### src/rtl/adc_sar_pkg.sv
// Shared definitions for the 12-bit SAR ADC control logic.
// Holds the converter resolution, the controller state type, and a helper
// that builds a one-hot trial mask for a given bit index.
package adc_sar_pkg;

  localparam int ADC_BITS = 12;
  localparam logic [3:0] MSB_IDX = 4'd11;

  typedef enum logic [2:0] {
    ST_IDLE    = 3'd0,
    ST_SAMPLE  = 3'd1,
    ST_SETTLE  = 3'd2,
    ST_COMPARE = 3'd3,
    ST_DONE    = 3'd4
  } sar_state_e;

  // One-hot mask with only bit k set
  function automatic logic [ADC_BITS-1:0] bit_mask(input logic [3:0] k);
    bit_mask = {{(ADC_BITS-1){1'b0}}, 1'b1} << k;
  endfunction

endpackage

### src/rtl/adc_sar_sample_timer.sv
// Sampling-phase length counter.
// Ports:
//   clk, rst : clock and synchronous active-high reset
//   load     : preload with SAMPLE_CYCLES-1 (first SAMPLE cycle follows)
//   dec      : count down by one while sampling continues
//   expire   : high when the current SAMPLE cycle is the last one
module adc_sar_sample_timer #(
  parameter int SAMPLE_CYCLES = 4
) (
  input  logic clk,
  input  logic rst,
  input  logic load,
  input  logic dec,
  output logic expire
);

  logic [3:0] cnt_r;

  // Down-counter: load, decrement, saturate at zero
  always_ff @(posedge clk) begin
    if (rst) begin
      cnt_r <= 4'd0;
    end else if (load) begin
      cnt_r <= 4'(SAMPLE_CYCLES - 1);
    end else if (dec && (cnt_r != 4'd0)) begin
      cnt_r <= cnt_r - 4'd1;
    end else begin
      cnt_r <= cnt_r;
    end
  end

  assign expire = (cnt_r == 4'd0);

endmodule

### src/rtl/adc_sar_logic.sv
// Successive-approximation control logic for a 12-bit SAR ADC.
// Ports:
//   clk, rst : clock and synchronous active-high reset
//   start    : conversion request (accepted in IDLE and DONE)
//   comp     : comparator decision, 1 = keep current trial bit
//   sample   : sampling switch enable (SAMPLE state)
//   comp_en  : comparator strobe (COMPARE state)
//   data     : DAC control word, drives the row/column decoder directly
//   result   : last completed conversion code
//   valid    : one-cycle pulse when result updates
//   busy     : high whenever not IDLE
// All outputs are flops loaded from the decode of the next state, so they
// line up with the state being entered and have no combinational input path.
module adc_sar_logic
  import adc_sar_pkg::*;
#(
  parameter int SAMPLE_CYCLES = 4
) (
  input  logic                clk,
  input  logic                rst,
  input  logic                start,
  input  logic                comp,
  output logic                sample,
  output logic                comp_en,
  output logic [ADC_BITS-1:0] data,
  output logic [ADC_BITS-1:0] result,
  output logic                valid,
  output logic                busy
);

  sar_state_e          state_r, state_s;
  logic [3:0]          k_r, k_s;
  logic [ADC_BITS-1:0] work_r, work_s;
  logic [ADC_BITS-1:0] data_r, data_s;
  logic [ADC_BITS-1:0] result_r, result_s;
  logic                sample_r, comp_en_r, valid_r, busy_r;
  logic                tmr_load_s, tmr_dec_s, tmr_expire_s;

  adc_sar_sample_timer #(.SAMPLE_CYCLES(SAMPLE_CYCLES)) u_timer (
    .clk    (clk),
    .rst    (rst),
    .load   (tmr_load_s),
    .dec    (tmr_dec_s),
    .expire (tmr_expire_s)
  );

  // Next-state, bit index, working register and next output values
  always_comb begin
    state_s    = state_r;
    k_s        = k_r;
    work_s     = work_r;
    tmr_load_s = 1'b0;
    tmr_dec_s  = 1'b0;
    case (state_r)
      ST_IDLE: begin
        if (start) begin
          state_s    = ST_SAMPLE;
          work_s     = {ADC_BITS{1'b0}};
          tmr_load_s = 1'b1;
        end else begin
          state_s = ST_IDLE;
        end
      end
      ST_SAMPLE: begin
        if (tmr_expire_s) begin
          state_s = ST_SETTLE;
          k_s     = MSB_IDX;
        end else begin
          tmr_dec_s = 1'b1;
        end
      end
      ST_SETTLE: begin
        state_s = ST_COMPARE;
      end
      ST_COMPARE: begin
        // Decide the trial bit on the edge that ends COMPARE
        if (comp) begin
          work_s = work_r | bit_mask(k_r);
        end else begin
          work_s = work_r & ~bit_mask(k_r);
        end
        if (k_r == 4'd0) begin
          state_s = ST_DONE;
        end else begin
          state_s = ST_SETTLE;
          k_s     = k_r - 4'd1;
        end
      end
      ST_DONE: begin
        if (start) begin
          state_s    = ST_SAMPLE;
          work_s     = {ADC_BITS{1'b0}};
          tmr_load_s = 1'b1;
        end else begin
          state_s = ST_IDLE;
        end
      end
      default: begin
        state_s = ST_IDLE;
        k_s     = MSB_IDX;
        work_s  = {ADC_BITS{1'b0}};
      end
    endcase

    // Output decode of the state being entered
    case (state_s)
      ST_SETTLE, ST_COMPARE: data_s = work_s | bit_mask(k_s);
      ST_DONE:               data_s = work_s;
      default:               data_s = {ADC_BITS{1'b0}};
    endcase
    if (state_s == ST_DONE) begin
      result_s = work_s;
    end else begin
      result_s = result_r;
    end
  end

  // State, datapath and output registers
  always_ff @(posedge clk) begin
    if (rst) begin
      state_r   <= ST_IDLE;
      k_r       <= MSB_IDX;
      work_r    <= {ADC_BITS{1'b0}};
      data_r    <= {ADC_BITS{1'b0}};
      result_r  <= {ADC_BITS{1'b0}};
      sample_r  <= 1'b0;
      comp_en_r <= 1'b0;
      valid_r   <= 1'b0;
      busy_r    <= 1'b0;
    end else begin
      state_r   <= state_s;
      k_r       <= k_s;
      work_r    <= work_s;
      data_r    <= data_s;
      result_r  <= result_s;
      sample_r  <= (state_s == ST_SAMPLE);
      comp_en_r <= (state_s == ST_COMPARE);
      valid_r   <= (state_s == ST_DONE);
      busy_r    <= (state_s != ST_IDLE);
    end
  end

  assign sample  = sample_r;
  assign comp_en = comp_en_r;
  assign data    = data_r;
  assign result  = result_r;
  assign valid   = valid_r;
  assign busy    = busy_r;

endmodule

### config.mk
export PLATFORM = sky130hd
export DESIGN_NAME = adc_sar_logic
export DESIGN_NICKNAME = d
export VERILOG_FILES = /design/src/rtl/adc_sar_pkg.sv /design/src/rtl/adc_sar_sample_timer.sv /design/src/rtl/adc_sar_logic.sv
export SDC_FILE = /design/constraint.sdc
export NUM_CORES = 1
export LEC_CHECK = 0
export BUFFER_PORTS_ARGS = -buffer_cell sky130_fd_sc_hd__buf_2
export CAP_MARGIN = 30
export CORE_MARGIN = 4
export CORE_UTILIZATION = 45
export DETAILED_ROUTE_END_ITERATION = 16
export PLACE_DENSITY = 0.65
export SETUP_SLACK_MARGIN = 0.1
export SYNTH_ARGS = -nofsm -noshare
export SYNTH_HDL_FRONTEND = slang
export SYNTH_HIERARCHICAL = 1
export SYNTH_SLANG_ARGS = --single-unit
### constraint.sdc
create_clock -name clk -period 3.6 [get_ports clk]
set_input_delay 0.36 -clock clk [delete_from_list [all_inputs] [get_ports clk]]
set_output_delay 0.36 -clock clk [all_outputs]
set_load 0.01 [all_outputs]
Yosys cells after proc, flatten, opt, wreduce, memory -nomap -nowiden --
Index checks and enable logic that the tools add are counted.
Word-level totals: bits of input ports 4, register bits after elaboration 51, output and inout bits 28
Cells by class: $add $sub $neg 2, bitwise gates (word level) 4, reductions and logical operators 12, equality and inequality tests 8, mux-type cells 17, shifts and indexed selects 2
Operators with widths (number):
- $pmux W12 S3 | 1
- $mux W12 | 2
- $or A12 B12 Y12 | 2
- $pmux W12 S2 | 1
- $shl A1 B4 Y12 const A | 2
- $and A12 B12 Y12 | 1
- $eq A3 B2 Y1 const B | 4
- $not A12 Y12 | 1
- $pmux W3 S4 | 1
- $pmux W4 S3 | 1
- $logic_not A4 Y1 | 2
- $mux W4 | 2
- $reduce_or A2 Y1 | 4
- $sub A4 B1 Y4 const B | 2
- $eq A3 B1 Y1 const B | 2
- $eq A3 B3 Y1 const B | 2
- $mux W3 | 2
- $mux W1 | 5
- $mux W2 | 2
- $reduce_bool A4 Y1 | 1
- $logic_not A3 Y1 | 1
- $reduce_bool A3 Y1 | 1
- $reduce_or A3 Y1 | 1
- $reduce_bool A2 Y1 | 1
- $logic_and A1 B1 Y1 | 1

Longest topological paths before layout --
depth in word-level cells 7, mapped depth 10, mapped depth without buffers 9

Cells and area by module --
Netlist, hierarchy kept.
Modules (own cells, without submodules):
- adc_sar_logic | cells an instance 233, times used 1, area an instance 2042.0 sq um, seq. area each 940.9 sq um
- adc_sar_sample_timer | cells an instance 26, times used 1, area an instance 220.2 sq um, seq. area each 80.1 sq um

Least setup slack after synthesis --
No wires, ideal clock.
path kind register to register, from reg k_r[0], to reg data_r[4] (netlist: data[4]), setup time 75 ps, data required time 3525 ps, setup slack 1255 ps, buffers on the path 1, data arrival time 2270 ps, cell stages (with the launch flop) 9, cells stage by stage dfxtp_1 > inv_1 > ha_1 > or3b_1 > buf_2 > and2_4 > o41a_1 > or3b_1 > o22ai_1
On the way: cells in the longest elaborated chain, start to end 7, elaborated cells between the ends (all ways) 20
RTL lines:
- start, declared | RTL line adc_sar_logic.sv:32 | logic [3:0] k_r, k_s;
- start signal, assigned | RTL line adc_sar_logic.sv:132 | k_r <= k_s;
- branches (longest 6 deep; another with $sub A4 B1 Y4)
- $pmux W12 S2 (*) | RTL line adc_sar_logic.sv:106 | case (state_s)
- end signal, assigned | RTL line adc_sar_logic.sv:124 | data_r <= {ADC_BITS{1'b0}};
- end signal, assigned | RTL line adc_sar_logic.sv:134 | data_r <= data_s;
- end, declared | RTL line adc_sar_logic.sv:34 | logic [ADC_BITS-1:0] data_r, data_s;
Every way passes the cells marked *. A chain may end at the register's enable or synchronous reset.

Final worst setup path --
from reg k_r[1], to reg data_r[0] (netlist: data[0])
The elaborated chain is that of the path after synthesis.

==> impl_metrics.prom <==
# TYPE chip_impl_metric gauge
chip_impl_info{name="run_status",value="complete, no violations"} 1
chip_impl_metric{name="met3_length",unit="um"} 199
chip_impl_info{name="cp-end-kind",value="register"} 1
chip_impl_metric{name="tritonroute_pass_1_iters",unit=""} 4
chip_impl_info{name="synth_top_family_by_area",value="compound AO/OA/AOI/OAI gates"} 1
chip_impl_metric{name="post_synthesis_to_final_layout_area_growth",unit="%"} 13.2
chip_impl_metric{name="tightestPinTransition",unit="ns"} 0.734
chip_impl_metric{name="synthSimpleGateAreaFrac",unit=""} 0.196
chip_impl_metric{name="post_synth_mux_area_share",unit=""} 0.00885
chip_impl_metric{name="synth_adder_area_share",unit=""} 0.0332
chip_impl_metric{name="die_area",unit="um2"} 6230
chip_impl_metric{name="floorplan.core_area",unit="um2"} 4790
chip_impl_metric{name="finalWorstPathRequiredPeriod",unit="ns"} 2.66
chip_impl_metric{name="ir_worst_vdd",unit="mV"} 0.235
chip_impl_metric{name="grt-ovfl-total",unit=""} 0
chip_impl_metric{name="synth-edff-count",unit=""} 0
chip_impl_metric{name="timing.final.crit_share",unit=""} 0.738
chip_impl_metric{name="vertical_die_dimension",unit="um"} 78.9
chip_impl_info{name="top_layer",value="met4"} 1
chip_impl_metric{name="layout.core_utilization",unit=""} 0.535
chip_impl_metric{name="routed_vias",unit=""} 1898
chip_impl_metric{name="cts.hold.buffers_added",unit=""} 0
chip_impl_info{name="yosys_most_used_dff",value="sky130_fd_sc_hd__dfxtp_1"} 1
chip_impl_metric{name="finalWirelength",unit="mm"} 5.26
chip_impl_metric{name="cts_made_buffers",unit=""} 5
chip_impl_metric{name="yosys_register_bits",unit=""} 51
chip_impl_metric{name="htree_num_levels",unit=""} 2
chip_impl_info{name="most-common-layout-cells",value="51 x sky130_fd_sc_hd__dfxtp_1, 32 x sky130_fd_sc_hd__nor2_1, 31 x sky130_fd_sc_hd__buf_2"} 1
chip_impl_metric{name="synthesis.area_per_instance",unit="um2"} 8.73
chip_impl_metric{name="fin_worst_skew",unit="ns"} 0.00929
chip_impl_metric{name="avgRoutedWirePerCell",unit="um"} 15.0
chip_impl_metric{name="detail-route-antenna-nets",unit=""} 0
chip_impl_metric{name="synth_compound_area_frac",unit=""} 0.252
chip_impl_metric{name="total_standard_cell_area_after_synthesis",unit="um2"} 2260
chip_impl_info{name="layout.cells.most_common",value="sky130_fd_sc_hd__dfxtp_1"} 1
chip_impl_info{name="unrepaired_setup_endpoints_after_global_routing",value="no"} 1
chip_impl_metric{name="global_route_wire_length_before_repair",unit="mm"} 8.76
chip_impl_info{name="hold_path_class",value="in -> reg"} 1
chip_impl_metric{name="netlist_instances",unit=""} 259
chip_impl_metric{name="proportion_of_layout_cells_with_a_drive_suffix_above_1",unit=""} 0.169
chip_impl_metric{name="fmax",unit="GHz"} 0.376
chip_impl_metric{name="dpl_worst_slack",unit="ns"} 0.957
chip_impl_metric{name="via_count_of_the_first_global_routing_pass",unit=""} 1774
chip_impl_metric{name="hold_viol_final",unit=""} 0
chip_impl_metric{name="post_detail_place_hpwl",unit="mm"} 3.71
chip_impl_metric{name="mappedNetlistNets",unit=""} 269
chip_impl_metric{name="min_setup_slack_post_route",unit="ns"} 0.944
chip_impl_metric{name="nNetsFinal",unit=""} 294
chip_impl_metric{name="cts.sinks",unit=""} 51
chip_impl_metric{name="synth.distinct_cells",unit=""} 44
chip_impl_metric{name="route.detailed.drc",unit=""} 0
chip_impl_metric{name="dr.first_iter.drc_count",unit=""} 87
chip_impl_metric{name="grt.total_usage",unit=""} 0.177
chip_impl_metric{name="routabilityCongestion",unit=""} 0.848
chip_impl_info{name="critPathKind",value="reg -> reg"} 1
chip_impl_metric{name="rows",unit=""} 25
chip_impl_metric{name="maxCapViolCount",unit=""} 0
chip_impl_metric{name="synth.yosys.seq_area_share",unit=""} 0.451
chip_impl_metric{name="crit_path_max_fanout",unit=""} 8
chip_impl_info{name="cp_startpoint_kind",value="register"} 1
chip_impl_metric{name="die_width",unit="um"} 78.9
chip_impl_metric{name="initial_core_utilization",unit=""} 0.473
chip_impl_metric{name="viasPerCell",unit=""} 5.41
chip_impl_metric{name="port-buffer-count",unit=""} 31
chip_impl_metric{name="synth-async-reset-ratio",unit=""} 0
chip_impl_metric{name="setup_viol",unit=""} 0
chip_impl_metric{name="yosys.area_share.xor_xnor",unit=""} 0.00387
chip_impl_metric{name="finalHoldWorstSlack",unit="ns"} 0.372
chip_impl_metric{name="slew_headroom",unit=""} 0.508
chip_impl_info{name="cts.root.buffer_cell",value="sky130_fd_sc_hd__clkbuf_8"} 1
chip_impl_metric{name="num_ports",unit=""} 32
chip_impl_metric{name="worst-endpoint-required",unit="ns"} 3.83
chip_impl_metric{name="final.setup.tns",unit="ns"} 0
chip_impl_metric{name="wirelength_met1",unit="mm"} 2.67
chip_impl_metric{name="clk-insertion-delay-late",unit="ns"} 0.30
chip_impl_metric{name="static-leakage-power",unit="nW"} 1.05
chip_impl_metric{name="clockBufferDepth",unit=""} 2
chip_impl_metric{name="antennaDiodeCount",unit=""} 0
chip_impl_metric{name="number_of_antenna_violations_at_the_first_check_in_global_routing",unit=""} 0
chip_impl_info{name="clock_tree_from_tritoncts",value="yes"} 1
chip_impl_metric{name="p_per_area",unit="nW/um2"} 454
chip_impl_metric{name="pin_count_of_the_biggest_net_entering_global_routing",unit=""} 39
chip_impl_metric{name="worst_ep_arrival_time",unit="ns"} 2.88
chip_impl_metric{name="synth_warnings",unit=""} 6
chip_impl_metric{name="path_clk_slew",unit="ns"} 0.09
chip_impl_metric{name="ctsResizeCount",unit=""} 0
chip_impl_metric{name="slew_viol_final",unit=""} 0
chip_impl_metric{name="postCtsSetupRepairBufs",unit=""} 0
chip_impl_metric{name="routed-wl-met2",unit="mm"} 2.35
-- where the power goes --
part           leakage, nW  switching (mW)  internal, mW
Clock               0.0502           0.182         0.203
Sequential           0.413          0.0197         0.581
Combinational        0.585           0.111        0.0656
Total                 1.05           0.313         0.850
-- cell families (layout without fill, tap and decap cells) --
kind of cell	count (synthesis)	after routing
muxes	2	2
and+or+nand+nor	84	84
adders and majority gates	6	6
xor gates and xnor gates	1	1
DFF	51	51
AOI/OAI and AO/OA	86	86
buffers and inverters	29	54
-- synth_stat cells, drive strengths merged, types with 2 or more instances --
master   n  area [um2]
dfxtp   51        1020
nor2    32         120
a21oi   26         130
a211oi  15         113
o21a    14         105
clkbuf  13        48.8
inv     12        45.0
o22ai   10        62.6
nand2    9        33.8
nand3    7        35.0
ha       6        75.1
nor3     6        30.0
and2     4        27.5
buf      4        28.8
nand2b   4        25.0
nor2b    4        25.0
or3b     4        35.0
a21o     3        22.5
a31oi    3        18.8
nor4b    3        26.3
o21ai    3        15.0
a211o    2        17.5
mux2i    2        20.0
nand3b   2        15.0
nor3b    2        15.0
o32ai    2        17.5
o41ai    2        17.5
or2      2        12.5
-- final timing paths --
path | from | endpoint | slack [ns] | depth (start not counted)
worst max-delay path | k_r[1] | data[0] | 0.94 | 7
worst max register to register | k_r[1] | data[0] | 0.94 | 7
worst min register to register | work_r[0] | work_r[0] | 0.50 | 2
worst min-delay path | comp | result[0] | 0.37 | 3
-- layer usage --
metal  track usage  vias to the layer above
met5             0                        -
met4        0.0430                        0
met3        0.0420                        4
met2         0.269                       31
met1         0.254                      886
li1              -                      977
-- through the flow --
step                      total power, mW  cells  area, um2
after floorplan                     0.741    259       2260
after global placement              0.785    343       2450
after detailed placement            0.789    344       2450
after CTS                            1.18    351       2560
after global routing                 1.22    351       2560
final                                1.16    351       2560
-- worst max-delay path, cell delays in order, from the launching register on --
cell	delay [ns]
sky130_fd_sc_hd__dfxtp_1	0.39
sky130_fd_sc_hd__inv_1	0.13
sky130_fd_sc_hd__ha_1	0.32
sky130_fd_sc_hd__or3b_1	0.53
sky130_fd_sc_hd__and2_4	0.22
sky130_fd_sc_hd__o41ai_1	0.62
sky130_fd_sc_hd__nand4_1	0.18
sky130_fd_sc_hd__a21oi_1	0.18
-- area by class of cell --
class	instances	area, um2
fill	436	2230
multi-input combinational	179	1120
sequential	51	1020
timing repair buffer	35	185
tap	67	83.8
clock buffer	5	68.8
inverter	12	45.0
clock inverter	2	37.5
-- registers in the layout, indices dropped and copies added, names as in the netlist, 3 cells and up --
register       cells
data              12
k_r                4
result            12
state_r            3
u_timer/cnt_r      4
work_r            12
Power figures use the tool's default switching activity.
